<file path="config.mk">
export PLATFORM = sky130hd
export DESIGN_NAME = nco_clock_gen_flat
export DESIGN_NICKNAME = d
export VERILOG_FILES = /design/src/rtl/nco_clock_pkg.sv /design/src/rtl/nco_clock_gen_if.sv /design/src/rtl/nco_lock_counter.sv /design/src/rtl/nco_clock_gen.sv /design/src/flat_wrapper.sv
export SDC_FILE = /design/constraint.sdc
export NUM_CORES = 1
export LEC_CHECK = 0
export ABC_AREA = 1
export ABC_CLOCK_PERIOD_IN_PS = 2300
export BUFFER_PORTS_ARGS = -buffer_cell sky130_fd_sc_hd__buf_2
export CORE_MARGIN = 3
export CORE_UTILIZATION = 63
export CTS_BUF_LIST = sky130_fd_sc_hd__clkbuf_4
export DETAILED_ROUTE_END_ITERATION = 12
export PLACE_DENSITY = 0.82
export SLEW_MARGIN = 15
export SYNTH_ARGS = -nofsm -noshare
export SYNTH_HDL_FRONTEND = slang
export SYNTH_SLANG_ARGS = --single-unit
</file>
<file path="constraint.sdc">
create_clock -name iCLOCK -period 2.3 [get_ports iCLOCK]
set_input_delay 0 -clock iCLOCK [delete_from_list [all_inputs] [get_ports iCLOCK]]
set_output_delay 0 -clock iCLOCK [all_outputs]
set_load 0.02 [all_outputs]
</file>
<file path="src/rtl/nco_clock_pkg.sv">
// Ratio constants for the clock-generation wrapper and the accumulator sizing helper.
package nco_clock_pkg;

  // CORE needs a ratio above 1, which an enable-pulse NCO cannot produce; kept for reference only.
  localparam int CORE_MUL    = 11;
  localparam int CORE_DIV    = 10;
  localparam int DISPLAY_MUL = 63;
  localparam int DISPLAY_DIV = 125;
  localparam int DPS_MUL     = 3072;
  localparam int DPS_DIV     = 3125;

  function automatic int accWidth(input int div);
    return $clog2(div) + 1;
  endfunction

endpackage

</file>
<file path="src/rtl/nco_clock_gen_if.sv">
// Restart input and enable/lock outputs of one NCO clock domain.
// The oC0 divided-clock signal exists only when NCO_CLK_OUT_EN is defined.
interface nco_clock_gen_if;
  logic iARESET;
  logic oC0_EN;
  logic oLOCKED;
`ifdef NCO_CLK_OUT_EN
  logic oC0;
`endif

  modport master (
    output iARESET,
`ifdef NCO_CLK_OUT_EN
    input  oC0,
`endif
    input  oC0_EN,
    input  oLOCKED
  );

  modport slave (
    input  iARESET,
`ifdef NCO_CLK_OUT_EN
    output oC0,
`endif
    output oC0_EN,
    output oLOCKED
  );
endinterface

</file>
<file path="src/rtl/nco_lock_counter.sv">
// PLL-style lock emulation: oLOCKED rises LOCK_CYCLES edges after reset or restart.
module nco_lock_counter #(
  parameter int LOCK_CYCLES = 16
) (
  input  logic iCLOCK,
  input  logic inRESET,
  input  logic iARESET,
  output logic oLOCKED
);

  localparam int CNT_W = $clog2(LOCK_CYCLES + 1);

  logic [CNT_W-1:0] lockCnt;

  // The counter stops once locked, so it never wraps while the flag is held.
  always_ff @(posedge iCLOCK or negedge inRESET) begin
    if (!inRESET) begin
      lockCnt <= '0;
      oLOCKED <= 1'b0;
    end else if (iARESET) begin
      lockCnt <= '0;
      oLOCKED <= 1'b0;
    end else if (!oLOCKED) begin
      lockCnt <= lockCnt + CNT_W'(1);
      if (lockCnt == CNT_W'(LOCK_CYCLES - 1)) begin
        oLOCKED <= 1'b1;
      end
    end
  end

endmodule

</file>
<file path="src/rtl/nco_clock_gen.sv">
// NCO clock-enable generator: MUL enable pulses per DIV reference cycles once locked.
// Define NCO_CLK_OUT_EN to add the oC0 divided-clock output.
module nco_clock_gen
  import nco_clock_pkg::*;
#(
  parameter int MUL         = DISPLAY_MUL,
  parameter int DIV         = DISPLAY_DIV,
  parameter int LOCK_CYCLES = 16
) (
  input  logic            iCLOCK,
  input  logic            inRESET,
  nco_clock_gen_if.slave  bus
);

  localparam int ACC_W = accWidth(DIV);

  if (MUL < 1 || MUL > DIV || DIV < 2 || LOCK_CYCLES < 1) begin : gBadParams
    $error("nco_clock_gen: need 1 <= MUL <= DIV, DIV >= 2, LOCK_CYCLES >= 1");
  end

  logic             locked;
  logic             c0En;
  logic [ACC_W-1:0] acc;
  logic [ACC_W-1:0] sum;

  nco_lock_counter #(
    .LOCK_CYCLES(LOCK_CYCLES)
  ) lockCounter (
    .iCLOCK (iCLOCK),
    .inRESET(inRESET),
    .iARESET(bus.iARESET),
    .oLOCKED(locked)
  );

  // acc < DIV and MUL <= DIV keep sum below 2*DIV, which fits in ACC_W bits.
  assign sum = acc + ACC_W'(MUL);

  always_ff @(posedge iCLOCK or negedge inRESET) begin
    if (!inRESET) begin
      acc  <= '0;
      c0En <= 1'b0;
    end else if (bus.iARESET || !locked) begin
      acc  <= '0;
      c0En <= 1'b0;
    end else if (sum >= ACC_W'(DIV)) begin
      acc  <= sum - ACC_W'(DIV);
      c0En <= 1'b1;
    end else begin
      acc  <= sum;
      c0En <= 1'b0;
    end
  end

  assign bus.oC0_EN  = c0En;
  assign bus.oLOCKED = locked;

`ifdef NCO_CLK_OUT_EN
  logic c0;

  // Toggling once per enable pulse yields a square wave at half the pulse rate.
  always_ff @(posedge iCLOCK or negedge inRESET) begin
    if (!inRESET) begin
      c0 <= 1'b0;
    end else if (bus.iARESET) begin
      c0 <= 1'b0;
    end else if (c0En) begin
      c0 <= ~c0;
    end
  end

  assign bus.oC0 = c0;
`endif

endmodule

</file>
<file path="src/flat_wrapper.sv">
// flat-port wrapper written by rule: the top's interface ports become plain ports
module nco_clock_gen_flat import nco_clock_pkg::*;
#(
  parameter int MUL         = DISPLAY_MUL,
  parameter int DIV         = DISPLAY_DIV,
  parameter int LOCK_CYCLES = 16
)
  (iCLOCK, inRESET, bus_iARESET, bus_oC0_EN, bus_oLOCKED);
  nco_clock_gen_if bus_i ();
  input  logic iCLOCK;
  input  logic inRESET;
  input wire logic [$bits(bus_i.iARESET)-1:0] bus_iARESET;
  output wire logic [$bits(bus_i.oC0_EN)-1:0] bus_oC0_EN;
  output wire logic [$bits(bus_i.oLOCKED)-1:0] bus_oLOCKED;
  assign bus_i.iARESET = bus_iARESET;
  assign bus_oC0_EN = bus_i.oC0_EN;
  assign bus_oLOCKED = bus_i.oLOCKED;
  nco_clock_gen #(.MUL(MUL), .DIV(DIV), .LOCK_CYCLES(LOCK_CYCLES)) u_core (.iCLOCK(iCLOCK), .inRESET(inRESET), .bus(bus_i));
endmodule
</file>
Word level (Yosys, flattened, before mapping)

Index checks and enable logic that the tools add are counted.

Flip-flop bits (word level): 15
Output and inout port bits: 2
Bits of input ports: 3
Logic and storage cells: 21

$add $sub $neg: 3
Reduce and logical (&&, ||, !) cells: 2
Muxes and demuxes: 9
Equal/unequal tests: 2
Magnitude comparators: 1

Operators with widths:

| operator                                                              | count |
|---|---|
| 8-bit 2-to-1 mux                                                      | 2 |
| 5-bit 2-to-1 mux                                                      | 2 |
| 8-bit by 6-bit adder with 8-bit output, second input constant         | 1 |
| 8-bit by 7-bit >= comparator with 1-bit output, second input constant | 1 |
| 8-bit by 7-bit subtractor with 8-bit output, second input constant    | 1 |
| 5-bit by 1-bit adder with 5-bit output, second input constant         | 1 |
| 5-bit by 4-bit == test with 1-bit output, second input constant       | 1 |
| 1-bit 2-to-1 mux                                                      | 5 |
| 2-bit != test, second input constant                                  | 1 |
| 1-bit logical NOT                                                     | 1 |
| 1-bit logical OR                                                      | 1 |

Logic depth before layout (Yosys ltp)

Gate-level depths: netlist (run 1).

Depth in word-level cells: 4
Depth in mapped cells: 13
Depth with buffers taken out: 13

By module

From an unflattened synthesis (run 1), not the netlist that was laid out.

Cell total of the unflattened synthesis: 144
Area total of the unflattened synthesis: 1108.6 um^2

By module, submodules not included:

| module           | area each (um^2) | cells each | instances | seq. area each (um^2) |
|---|---|---|---|---|
| nco_clock_gen    | 800.8            | 108        | 1         | 225.2 |
| nco_lock_counter | 307.8            | 36         | 1         | 150.1 |

Worst setup path after synthesis (run 1)

No wires, ideal clock.

Kind: flip-flop to flip-flop
Start: register u_core.acc[0]
End: register u_core.acc[2]
Clock period less this slack: 1.736 ns
Arrival: 1.613 ns
Path buffers: 0
Setup slack: 0.564 ns
Data required time: 2.176 ns
Cell stages (with the launch flop): 14
Setup time: 0.124 ns
Path through: dfrtp_1 inv_2 ha_1 inv_1 nor2_2 nand3_1 nand2_1 nand2_1 nor2_1 nand3_4 nand3_4 nand2_1 nand2_1 nor2_1

Word-level cells in the longest chain between the ends: 4

Ends and longest elaborated chain:

| element                                                                                                       | line                                     | RTL |
|---|---|---|
| start, declared                                                                                               | nco_clock_gen.sv:23                      | `logic [ACC_W-1:0] acc;` |
| start signal, assigned                                                                                        | nco_clock_gen.sv:46                      | `acc <= sum - ACC_W'(DIV);` |
| start signal, assigned                                                                                        | nco_clock_gen.sv:49                      | `acc <= sum;` |
| 8-bit by 6-bit adder with 8-bit output (*)                                                                    | nco_clock_gen.sv:36                      | `assign sum = acc + ACC_W'(MUL);` |
| 8-bit by 7-bit subtractor with 8-bit output or 8-bit by 7-bit >= comparator with 1-bit output (tied branches) | nco_clock_gen.sv:46, nco_clock_gen.sv:45 |  |
| 8-bit 2-to-1 mux (*)                                                                                          | nco_clock_gen.sv:45                      | `end else if (sum >= ACC_W'(DIV)) begin` |
| 8-bit 2-to-1 mux (*)                                                                                          | nco_clock_gen.sv:42                      | `end else if (bus.iARESET \|\| !locked) begin` |

Mark *: on every way between the ends. The rest lies on a longest branch, timed or not.
A chain may end at the register's enable or synchronous reset.

Worst setup path after layout (run 1)

Start: register u_core.acc[0]
End: register u_core.acc[1]

Same word-level chain as after synthesis.

==> impl_results.md, run 1 <==
- Area Overhead vs Synth: 8.163%
- # clock sinks: 15
- Logic pwr share: 4.5%
- Ant. Diodes: 0
- Tightest Pin Transition: 0.3252 ns
- Post-synth top area share: 34.01%
- Cells after Synth: 135
- Dpl cells: 155
- Fill cells: 117
- Fmax achieved: 503.4 MHz
- Leading area contributor after synthesis: dfrtp_1
- CTS Buffer Depth: 2
- Post-synthesis register bit count: 15
- Initial Util: 70.00%
- Non-Filler Instances: 161
- Fin crit share: 86.37%
- Clock-pin slew on the worst setup and hold paths: 0.08 ns
- Crit-path max FO: 8
- Total nets after synthesis: 143
- RePlAce Congestion: 0.8878
- Max-capacitance violation count: 0
- RSZ-0062 raised after global routing: false
- Sequential cell area: 375.4 um2
- Worst EP required: 2.46 ns
- Aggregate routed wire length: 2108 um
- Nets: 154
- Number of DRC markers in iteration 0: 25
- Lkg Pwr: 0.0006466 uW
- Die Y: 47.86 um
- H-tree Lvls: 1
- Final clock skew: 0.006012 ns
- YS warnings: 0
- Psw: 94.20 uW
- CP startpoint kind: register
- CTS tree: yes
- Hold Vio Cnt, Final: 0
- Row Count: 14
- GR Overflow Total: 0
- Crit path DAT: 2.15 ns
- Die area: 2290 um2
- Worst slack, placed: 0.3392 ns
- Worst hold margin: 0.1495 ns
- Layout Utilization: 75.71%
- Pwr/cell area: 376.3 nW/um2
- Via density: 5.634
- Post-synthesis sequential area ratio: 34.01%
- Critical path capture point type: register
- CTS buffer count: 3
- # hold bufs at CTS: 2
- Core area: 1577 um2
- Avg WL per Cell: 13.09 um
- Die W: 47.86 um
- Worst Setup SP: u_core.acc[0]$_DFFE_PN0P_
- Slew margin rel.: 78.32%
- Reg-to-reg startpoint: u_core.acc[0]$_DFFE_PN0P_
- Initial DRT Pass Iterations: 4
- Setup ws final: 0.3134 ns
- Final slew viol count: 0
- Hold Path Class: input pin to async pin
- Clock Latency Late Sink: 0.28 ns
- Vias: 907
- Tot GR Track Use: 21.59%
- Netlist cell types: 22
- Clock Power Share: 35.1%
- Setup violators final: 0
- TNS Setup: 0 ns
- Status: finished clean
- Sequential share of power: 60.4%
- Synth Cell Area: 1104 um2
- Switching share of power: 20.97%
- Number of global-route vias before repair: 805
- IO Count: 5
- VDD IR max: 0.4935 mV
- Initial antenna violation count: 0
- Final HPWL DP: 1706 um
- Period minus WS final: 1.987 ns
- Cell Int Power: 355.0 uW
- Multi-input gate area: 649.4 um2
- Largest net degree at the start of global routing: 16
- Share of cells above drive strength 1: 23.45%
- Top post-synthesis cells by area: dfrtp_1, nand2_1, nand3_4, inv_1, ha_1
- CP Class: register to register
- Cts repair resizes: 0
- Syn avg cell area: 8.175 um2
- DRC errors left: 0
- Post-DRT Antenna Nets: 0
- First-pass GRT wire length: 3456 um
- Buffers on Ports: 4
- Clk root buf: clkbuf_4
- # Post-CTS Setup Buffers: 0
[path summary, 6_finish.rpt]
check                                                                 end  cells past startpoint  slack (ns)
worst max-delay path                              u_core.acc[1]$_DFF_PN0_                     13        0.31
worst min-delay path            u_core.lockCounter.lockCnt[2]$_DFFE_PN0N_                      2        0.15
worst max register to register                    u_core.acc[1]$_DFF_PN0_                     13        0.31
worst min register to register  u_core.lockCounter.lockCnt[1]$_DFFE_PN0N_                      2        0.52
max in group asynchronous       u_core.lockCounter.lockCnt[0]$_DFFE_PN0N_                      2        1.90
min in group iCLOCK                  u_core.lockCounter.oLOCKED$_DFF_PN0_                      3        0.51
[placed cells by master (no fill, tap or decap)]
cell,n
o31ai_1,1
nand2_1,29
ha_1,5
dlygate4sd3_1,2
xnor2_1,1
nand2_2,7
o21ai_0,3
inv_1,18
nand3_4,4
clkbuf_4,4
nor2_8,2
nor2_2,2
buf_2,4
o21ai_2,1
nor3_2,1
nand3_2,2
dfrtp_1,15
nor2_1,13
a21oi_1,3
nand4_1,10
nand2_4,1
nand3_1,7
xor2_1,4
inv_2,3
nor2_4,3
[power groups by stage]
stage / Combinational, uW / Clock [uW] / Sequential, uW
after floorplan: 8.58 / 0 / 276
after global placement: 17.4 / 0 / 276
after detailed placement: 17.8 / 0 / 276
after CTS: 20.6 / 160 / 271
after global routing: 22.6 / 176 / 272
final: 20.4 / 157 / 271
[synth_stat cells (all sizes together)]
cell type / n
a21oi: 3
dfrtp: 15
ha: 5
inv: 21
nand2: 37
nand3: 13
nand4: 10
nor2: 20
nor3: 1
o21ai: 4
o31ai: 1
xnor2: 1
xor2: 4
[routing by layer]
metal | share of wire (%) | up-vias | GRT usage, % | routed length [um]
met3 | 3.8 | 4 | 6.767 | 80
met1 | 47 | 425 | 28.97 | 994
met5 | 0 | - | 0 | 0
li1 | - | 455 | - | -
met4 | 1.5 | 0 | 3.226 | 32
met2 | 47 | 23 | 34.83 | 1000
[critical path: stages, from the launching register on]
cell and delay [ns]:
dfrtp_1 0.45, inv_2 0.15, ha_1 0.22, inv_1 0.08, nor2_2 0.14, nand3_1 0.09
nand2_1 0.06, nand2_1 0.06, nor2_1 0.16, nand3_4 0.14, nand3_4 0.13, nand2_1 0.07
nand2_1 0.08, nor2_1 0.04
[state kept, by name, indices dropped and copies added (netlist names)]
name                        cells
u_core.acc                      8
u_core.bus.oC0_EN               1
u_core.lockCounter.lockCnt      5
u_core.lockCounter.oLOCKED      1
[logic make-up after synthesis]
kind of cell | after synthesis | share of synthesized area, %
and+or+nand+nor | 81 | 45.01
buffers and inverters | 21 | 7.142
DFF | 15 | 34.01
AOI/OAI and AO/OA | 8 | 4.195
xor gates and xnor gates | 5 | 3.968
adders and majority gates | 5 | 5.669
[per-stage QoR]
| step | total power, uW | cell area (um2) |
|---|---|---|
| 2_1_floorplan | 284.4 | 1104 |
| 3_3_place_gp | 293.7 | 1144 |
| 3_5_place_dp | 294.2 | 1144 |
| 4_1_cts | 451.9 | 1194 |
| 5_1_grt | 471.2 | 1194 |
| 6_report | 449.2 | 1194 |
[area by class of cell]
class | count | area share [%]
multi-input combinational | 99 | 54.40
sequential | 15 | 31.45
inverter | 21 | 6.604
timing repair buffer | 6 | 3.354
clock buffer | 4 | 2.516
tap | 16 | 1.677
Power figures use the tool's default switching activity.
==> inputs of run 2 (changes only) <==
--- a/config.mk
+++ b/config.mk
@@ -7,12 +7,13 @@
 export LEC_CHECK = 0
 export ABC_AREA = 1
 export ABC_CLOCK_PERIOD_IN_PS = 2300
-export BUFFER_PORTS_ARGS = -buffer_cell sky130_fd_sc_hd__buf_2
+export BUFFER_PORTS_ARGS = -buffer_cell sky130_fd_sc_hd__buf_4
 export CORE_MARGIN = 3
 export CORE_UTILIZATION = 63
 export CTS_BUF_LIST = sky130_fd_sc_hd__clkbuf_4
 export DETAILED_ROUTE_END_ITERATION = 12
 export PLACE_DENSITY = 0.82
+export REMOVE_ABC_BUFFERS = 1
 export SLEW_MARGIN = 15
 export SYNTH_ARGS = -nofsm -noshare
 export SYNTH_HDL_FRONTEND = slang
==> impl_results.md, run 2 (same netlist as run 1, synthesis figures left out) <==
- Worst EP required: 2.50 ns (was 2.46 ns)
- Final clock skew: 0.009567 ns (was 0.006012 ns)
- Reg-to-reg startpoint: u_core.acc[0]$_DFFE_PN0P_ (unchanged)
- Period minus WS final: 2.025 ns (was 1.987 ns)
- R2R Path End: u_core.acc[6]$_DFF_PN0_ (was u_core.acc[1]$_DFF_PN0_)
- TNS Setup: 0 ns (unchanged)
- # hold bufs at CTS: 2 (unchanged)
- Clk root buf: clkbuf_4 (unchanged)
- Initial DRT Pass Iterations: 4 (unchanged)
- Lkg Pwr: 0.0006480 uW (was 0.0006466 uW)
- Clock Latency Late Sink: 0.28 ns (about the same)
- Area Overhead vs Synth: 9.070% (was 8.163%)
- Reg2Reg Setup Slack: 0.28 ns (was 0.31 ns)
- Tightest Pin Transition: 0.2372 ns (was 0.3252 ns)
- Setup ws final: 0.2755 ns (was 0.3134 ns)
- Post-DRT Antenna Nets: 0 (unchanged)
- Most frequent cells in the layout: nand2_1, inv_1, dfrtp_1, nor2_1, nand4_1 (unchanged)
- Slew margin rel.: 84.18% (was 78.32%)
- Max-capacitance violation count: 0 (unchanged)
- Clock Power Share: 35.4% (was 35.1%)
- DRC errors left: 0 (unchanged)
- Avg WL per Cell: 13.22 um (was 13.09 um)
- Vias: 888 (was 907)
- Top reg by flops: u_core.acc (unchanged)
- RSZ-0062 raised after global routing: false (unchanged)
- Number of DRC markers in iteration 0: 40 (was 25)
- Via density: 5.516 (was 5.634)
- Share of cells above drive strength 1: 23.45% (unchanged)
- Die W: 47.86 um (unchanged)
- Psw: 98.35 uW (was 94.20 uW)
- Sequential share of power: 59.7% (was 60.4%)
- Worst slack, placed: 0.3257 ns (was 0.3392 ns)
- Die area: 2290 um2 (unchanged)
- Fill cells: 116 (was 117)
- Fin crit share: 88.02% (was 86.37%)
- # clock sinks: 15 (unchanged)
- CTS buffer count: 3 (unchanged)
- First-pass GRT wire length: 3663 um (was 3456 um)
- Commonest non-fill, non-tap cell in the layout: nand2_1 (unchanged)
- Crit-path max FO: 7 (was 8)
- # Post-CTS Setup Buffers: 0 (unchanged)
- Top Registers: u_core.acc: 8 flops, u_core.lockCounter.lockCnt: 5 flops (unchanged)
- GR Overflow Total: 0 (unchanged)
- Row Count: 14 (unchanged)
- Initial antenna violation count: 0 (unchanged)
- Final slew viol count: 0 (unchanged)
- Aggregate routed wire length: 2129 um (was 2108 um)
- Largest net degree at the start of global routing: 16 (unchanged)
- CTS Buffer Depth: 2 (unchanged)
- Logic pwr share: 4.8% (was 4.5%)
- Core area: 1577 um2 (unchanged)
- Hold Vio Cnt, Final: 0 (unchanged)
- Initial Util: 70.00% (unchanged)
- Setup violators final: 0 (unchanged)
- Status: finished clean (unchanged)
- RePlAce Congestion: 0.8842 (was 0.8878)
- Cts repair resizes: 0 (unchanged)
- Tot GR Track Use: 23.13% (was 21.59%)
- Fmax achieved: 493.9 MHz (was 503.4 MHz)
- IO Count: 5 (unchanged)
- Switching share of power: 21.64% (was 20.97%)
- Clock-pin slew on the worst setup and hold paths: 0.09 ns (was 0.08 ns)
- CP startpoint kind: register (unchanged)
- CTS tree: yes (unchanged)
- Buffers on Ports: 4 (unchanged)
- Die Y: 47.86 um (unchanged)
- Largest register FFs: 8 (unchanged)
- Pwr/cell area: 377.6 nW/um2 (was 376.3 nW/um2)
- Hold Path Class: input pin to async pin (unchanged)
- Critical path capture point type: register (unchanged)
- H-tree Lvls: 1 (unchanged)
- Number of global-route vias before repair: 839 (was 805)
- CP Class: register to register (unchanged)
- Nets: 154 (unchanged)
- VDD IR max: 0.4262 mV (was 0.4935 mV)
- Crit path DAT: 2.22 ns (was 2.15 ns)
- Cell Int Power: 356.1 uW (was 355.0 uW)
- Ant. Diodes: 0 (unchanged)
- Final HPWL DP: 1739 um (was 1706 um)
- Reg2reg path depth: 12 (was 13)
==> run 2: cell counts in the layout (fill, tap and decap cells not counted) <==
No cell type changed its count.
==> run 2: area by class of cell <==
cell class	instances	area (um2)	area share [%]
Inverter	21	78.83	6.549
Multi-Input combinational cell	99	649.4	53.95
Clock buffer	4	30.03	2.495
Tap cell	16	20.02	1.663
Timing Repair Buffer	6	50.05	4.158
Sequential cell	15	375.4	31.19
==> run 2: how the worst max path moves through the flow <==
stage	from	to	slack (ns)	cells after the start
after detailed placement	u_core.acc[0]$_DFFE_PN0P_	u_core.acc[6]$_DFF_PN0_	0.33	12
final	u_core.acc[0]$_DFFE_PN0P_	u_core.acc[6]$_DFF_PN0_	0.28	12
after global routing	u_core.acc[0]$_DFFE_PN0P_	u_core.acc[6]$_DFF_PN0_	0.08	12
after CTS	u_core.acc[0]$_DFFE_PN0P_	u_core.acc[6]$_DFF_PN0_	0.31	12
after global placement	u_core.acc[0]$_DFFE_PN0P_	u_core.acc[2]$_DFF_PN0_	0.43	12
after floorplan	u_core.acc[0]$_DFFE_PN0P_	u_core.acc[2]$_DFF_PN0_	0.56	13
==> run 2: power groups by stage <==
stage                     clock, uW  combinational [uW]  sequential, uW
after floorplan                   0                8.58             276
after global placement            0                18.3             276
after detailed placement          0                19.3             277
after CTS                       163                22.0             271
after global routing            175                25.0             272
final                           161                21.9             272
==> run 2: routing by layer <==
layer,routed length (um),vias to the layer above,global-route usage [%],share of wire (%)
met1,1036,411,30.75,49
met2,984,18,35.36,46
met4,13,0,6.989,0.61
met5,0,-,0,0
met3,95,2,7.895,4.5
li1,-,457,-,-
==> run 2: per-stage QoR <==
step                total power (uW)  util (%)  cells  hold WS, ns  cell area [um2]
floorplan                      284.4         -    135      -0.2956             1104
global placement               294.7     73.17    155      -0.1420             1154
detailed placement             295.9     73.17    155      -0.1371             1154
CTS                            456.1     76.35    161      0.09818             1204
global route                   472.2     76.35    161       0.1261             1204
finish                         454.5     76.35    161       0.1102             1204
==> run 2: worst max-delay path: stages (launching register included) <==
cell     delay, ns
dfrtp_1       0.46
inv_2         0.15
ha_1          0.23
inv_1         0.08
nor2_2        0.13
nand3_1       0.08
nand2_1       0.06
nand2_1       0.06
nor2_1        0.17
nand3_4       0.14
a21oi_1       0.16
nor2_1        0.07
nor2_1        0.14
==> inputs of run 3 (changes only) <==
--- a/config.mk
+++ b/config.mk
@@ -7,8 +7,7 @@
 export LEC_CHECK = 0
 export ABC_AREA = 1
 export ABC_CLOCK_PERIOD_IN_PS = 2300
-export BUFFER_PORTS_ARGS = -buffer_cell sky130_fd_sc_hd__buf_4
-export CORE_MARGIN = 3
+export BUFFER_PORTS_ARGS = -buffer_cell sky130_fd_sc_hd__buf_2
 export CORE_UTILIZATION = 63
 export CTS_BUF_LIST = sky130_fd_sc_hd__clkbuf_4
 export DETAILED_ROUTE_END_ITERATION = 12
==> impl_results.md, run 3 (same netlist as run 1, synthesis figures left out) <==
- Cts repair resizes: 0 (unchanged)
- Sequential share of power: 59.0% (was 59.7%)
- Vias: 893 (was 888)
- RSZ-0062 raised after global routing: false (unchanged)
- Dpl cells: 155 (unchanged)
- Post-DP Area: 1144 um2 (was 1154 um2)
- Top Registers: u_core.acc: 8 flops, u_core.lockCounter.lockCnt: 5 flops (unchanged)
- Crit path DAT: 2.16 ns (was 2.22 ns)
- Status: finished clean (unchanged)
- Clock-pin slew on the worst setup and hold paths: 0.09 ns (about the same)
- Setup ws final: 0.3125 ns (was 0.2755 ns)
- Die W: 43.86 um (was 47.86 um)
- Lkg Pwr: 0.0006466 uW (was 0.0006480 uW)
- First-pass GRT wire length: 3581 um (was 3663 um)
- Reg2reg path depth: 13 (was 12)
- Slowest library cell on the worst path: dfrtp_1 (unchanged)
- Reg-to-reg startpoint: u_core.acc[0]$_DFFE_PN0P_ (unchanged)
- End point of the critical path: u_core.acc[3]$_DFF_PN0_ (was u_core.acc[6]$_DFF_PN0_)
- # Post-CTS Setup Buffers: 0 (unchanged)
- Worst slack, placed: 0.3531 ns (was 0.3257 ns)
- Clk root buf: clkbuf_4 (unchanged)
- Finished layout cell area: 1194 um2 (was 1204 um2)
- CP startpoint kind: register (unchanged)
- Period minus WS final: 1.987 ns (was 2.025 ns)
- CTS buffer count: 3 (unchanged)
- Fill cells: 113 (was 116)
- Commonest non-fill, non-tap cell in the layout: nand2_1 (unchanged)
- Critical path's top delay family: simple AND/OR/NAND/NOR gates (unchanged)
- CTS tree: yes (unchanged)
- # clock sinks: 15 (unchanged)
- IO Count: 5 (unchanged)
- Max-capacitance violation count: 0 (unchanged)
- Cell Int Power: 355.2 uW (was 356.1 uW)
- Tot Pwr: 459.5 uW (was 454.5 uW)
- Sequential cell area: 375.4 um2 (unchanged)
- Share of cells above drive strength 1: 23.45% (unchanged)
- Multi-input gate area: 649.4 um2 (unchanged)
- Post-DRT Antenna Nets: 0 (unchanged)
- Hold Path Class: input pin to async pin (unchanged)
- Final clock skew: 0.008419 ns (was 0.009567 ns)
- DRC errors left: 0 (unchanged)
- Final slew viol count: 0 (unchanged)
- Largest register FFs: 8 (unchanged)
- Top reg by flops: u_core.acc (unchanged)
- GR Overflow Total: 0 (unchanged)
- Reg2Reg Setup Slack: 0.31 ns (was 0.28 ns)
- H-tree Lvls: 1 (unchanged)
- CP Cell Sequence: inv_2 -> ha_1 -> inv_1 -> nor2_2 -> nand3_1 -> nand2_1 -> nand2_1 -> nor2_1 -> nand3_4 -> nand3_4 -> nand2_1 -> nand2_1 -> nor2_1 (was inv_2 -> ha_1 -> inv_1 -> nor2_2 -> nand3_1 -> nand2_1 -> nand2_1 -> nor2_1 -> nand3_4 -> a21oi_1 -> nor2_1 -> nor2_1)
- Tightest Pin Transition: 0.3300 ns (was 0.2372 ns)
- Critical path depth in cells: 13 (was 12)
- Initial antenna violation count: 0 (unchanged)
- # hold bufs at CTS: 2 (unchanged)
- CP dominant cell by count: nand2_1 (was nor2_1)
- Area Overhead vs Synth: 8.163% (was 9.070%)
- Die Y: 43.86 um (was 47.86 um)
- Worst Setup SP: u_core.acc[0]$_DFFE_PN0P_ (unchanged)
- Initial Util: 70.00% (unchanged)
- Via density: 5.547 (was 5.516)
- Clock Power Share: 36.4% (was 35.4%)
- Non-Filler Instances: 161 (unchanged)
- Pwr/cell area: 384.9 nW/um2 (was 377.6 nW/um2)
- Psw: 104.2 uW (was 98.35 uW)
- Crit-path max FO: 8 (was 7)
- R2R Path End: u_core.acc[3]$_DFF_PN0_ (was u_core.acc[6]$_DFF_PN0_)
- Worst EP required: 2.47 ns (was 2.50 ns)
- Tot GR Track Use: 25.67% (was 23.13%)
- Largest net degree at the start of global routing: 16 (unchanged)
- Worst path bufs/invs: 2 (unchanged)
- Nets: 154 (unchanged)
- Aggregate routed wire length: 2122 um (was 2129 um)
- RePlAce Congestion: 0.8625 (was 0.8842)
- Clock Latency Late Sink: 0.29 ns (was 0.28 ns)
- Setup violators final: 0 (unchanged)
- Most frequent cells in the layout: nand2_1, inv_1, dfrtp_1, nor2_1, nand4_1 (unchanged)
- Max incr delay on CP: 0.46 ns (about the same)
- Row Count: 14 (unchanged)
- CTS Buffer Depth: 2 (unchanged)
- Initial DRT Pass Iterations: 5 (was 4)
- Critical path capture point type: register (unchanged)
- Logic pwr share: 4.6% (was 4.8%)
- TNS Setup: 0 ns (unchanged)
- Ant. Diodes: 0 (unchanged)
- VDD IR max: 0.4141 mV (was 0.4262 mV)
- Avg WL per Cell: 13.18 um (was 13.22 um)
- Die area: 1923 um2 (was 2290 um2)
- Number of DRC markers in iteration 0: 21 (was 40)
- Switching share of power: 22.68% (was 21.64%)
- Core area: 1577 um2 (unchanged)
- Number of global-route vias before repair: 858 (was 839)
- CP Class: register to register (unchanged)
- Hold Vio Cnt, Final: 0 (unchanged)
- Buffers on Ports: 4 (unchanged)
- Slew margin rel.: 78.00% (was 84.18%)
- Fin crit share: 86.41% (was 88.02%)
- Final HPWL DP: 1663 um (was 1739 um)
- Fmax achieved: 503.2 MHz (was 493.9 MHz)
run 3: cell counts in the layout (fill, tap and decap cells not counted):
No cell type changed its count.
run 3: through the flow:
| step | hold WS, ns | utilization [%] |
|---|---|---|
| 3_3_place_gp | -0.08541 | 72.54 |
| 6_report | 0.1492 | 75.71 |
| 4_1_cts | 0.1381 | 75.71 |
| 5_1_grt | 0.1947 | 75.71 |
| 3_5_place_dp | -0.08319 | 72.54 |
| 2_1_floorplan | -0.2956 | - |
run 3: how the worst min path moves through the flow:
stage               startpoint                                        end
floorplan              inRESET                  u_core.acc[0]$_DFFE_PN0P_
global placement       inRESET  u_core.lockCounter.lockCnt[4]$_DFFE_PN0N_
detailed placement     inRESET  u_core.lockCounter.lockCnt[4]$_DFFE_PN0N_
CTS                    inRESET  u_core.lockCounter.lockCnt[4]$_DFFE_PN0N_
global route           inRESET  u_core.lockCounter.lockCnt[4]$_DFFE_PN0N_
finish                 inRESET  u_core.lockCounter.lockCnt[4]$_DFFE_PN0N_
run 3: routing by layer:
metal	wire length, um	up-vias	track usage, %
met5	0	-	0
met4	45	0	11.52
met3	52	5	3.750
met2	1139	17	46.57
met1	884	418	29.68
li1	-	453	-
run 3: layout make-up:
cell class / instances / area share, %
clock buffers: 4 / 2.516
flip-flops and latches: 15 / 31.45
multi-input cells: 99 / 54.40
repair buffers: 6 / 3.354
well taps: 16 / 1.677
inverters: 21 / 6.604
run 3: power by group through the flow:
stage / registers, uW / logic [uW] / clock network (uW)
after floorplan: 276 / 8.58 / 0
after global placement: 277 / 17.4 / 0
after detailed placement: 276 / 18.5 / 0
after CTS: 271 / 21.3 / 169
after global routing: 272 / 24.8 / 179
final: 271 / 21.2 / 167
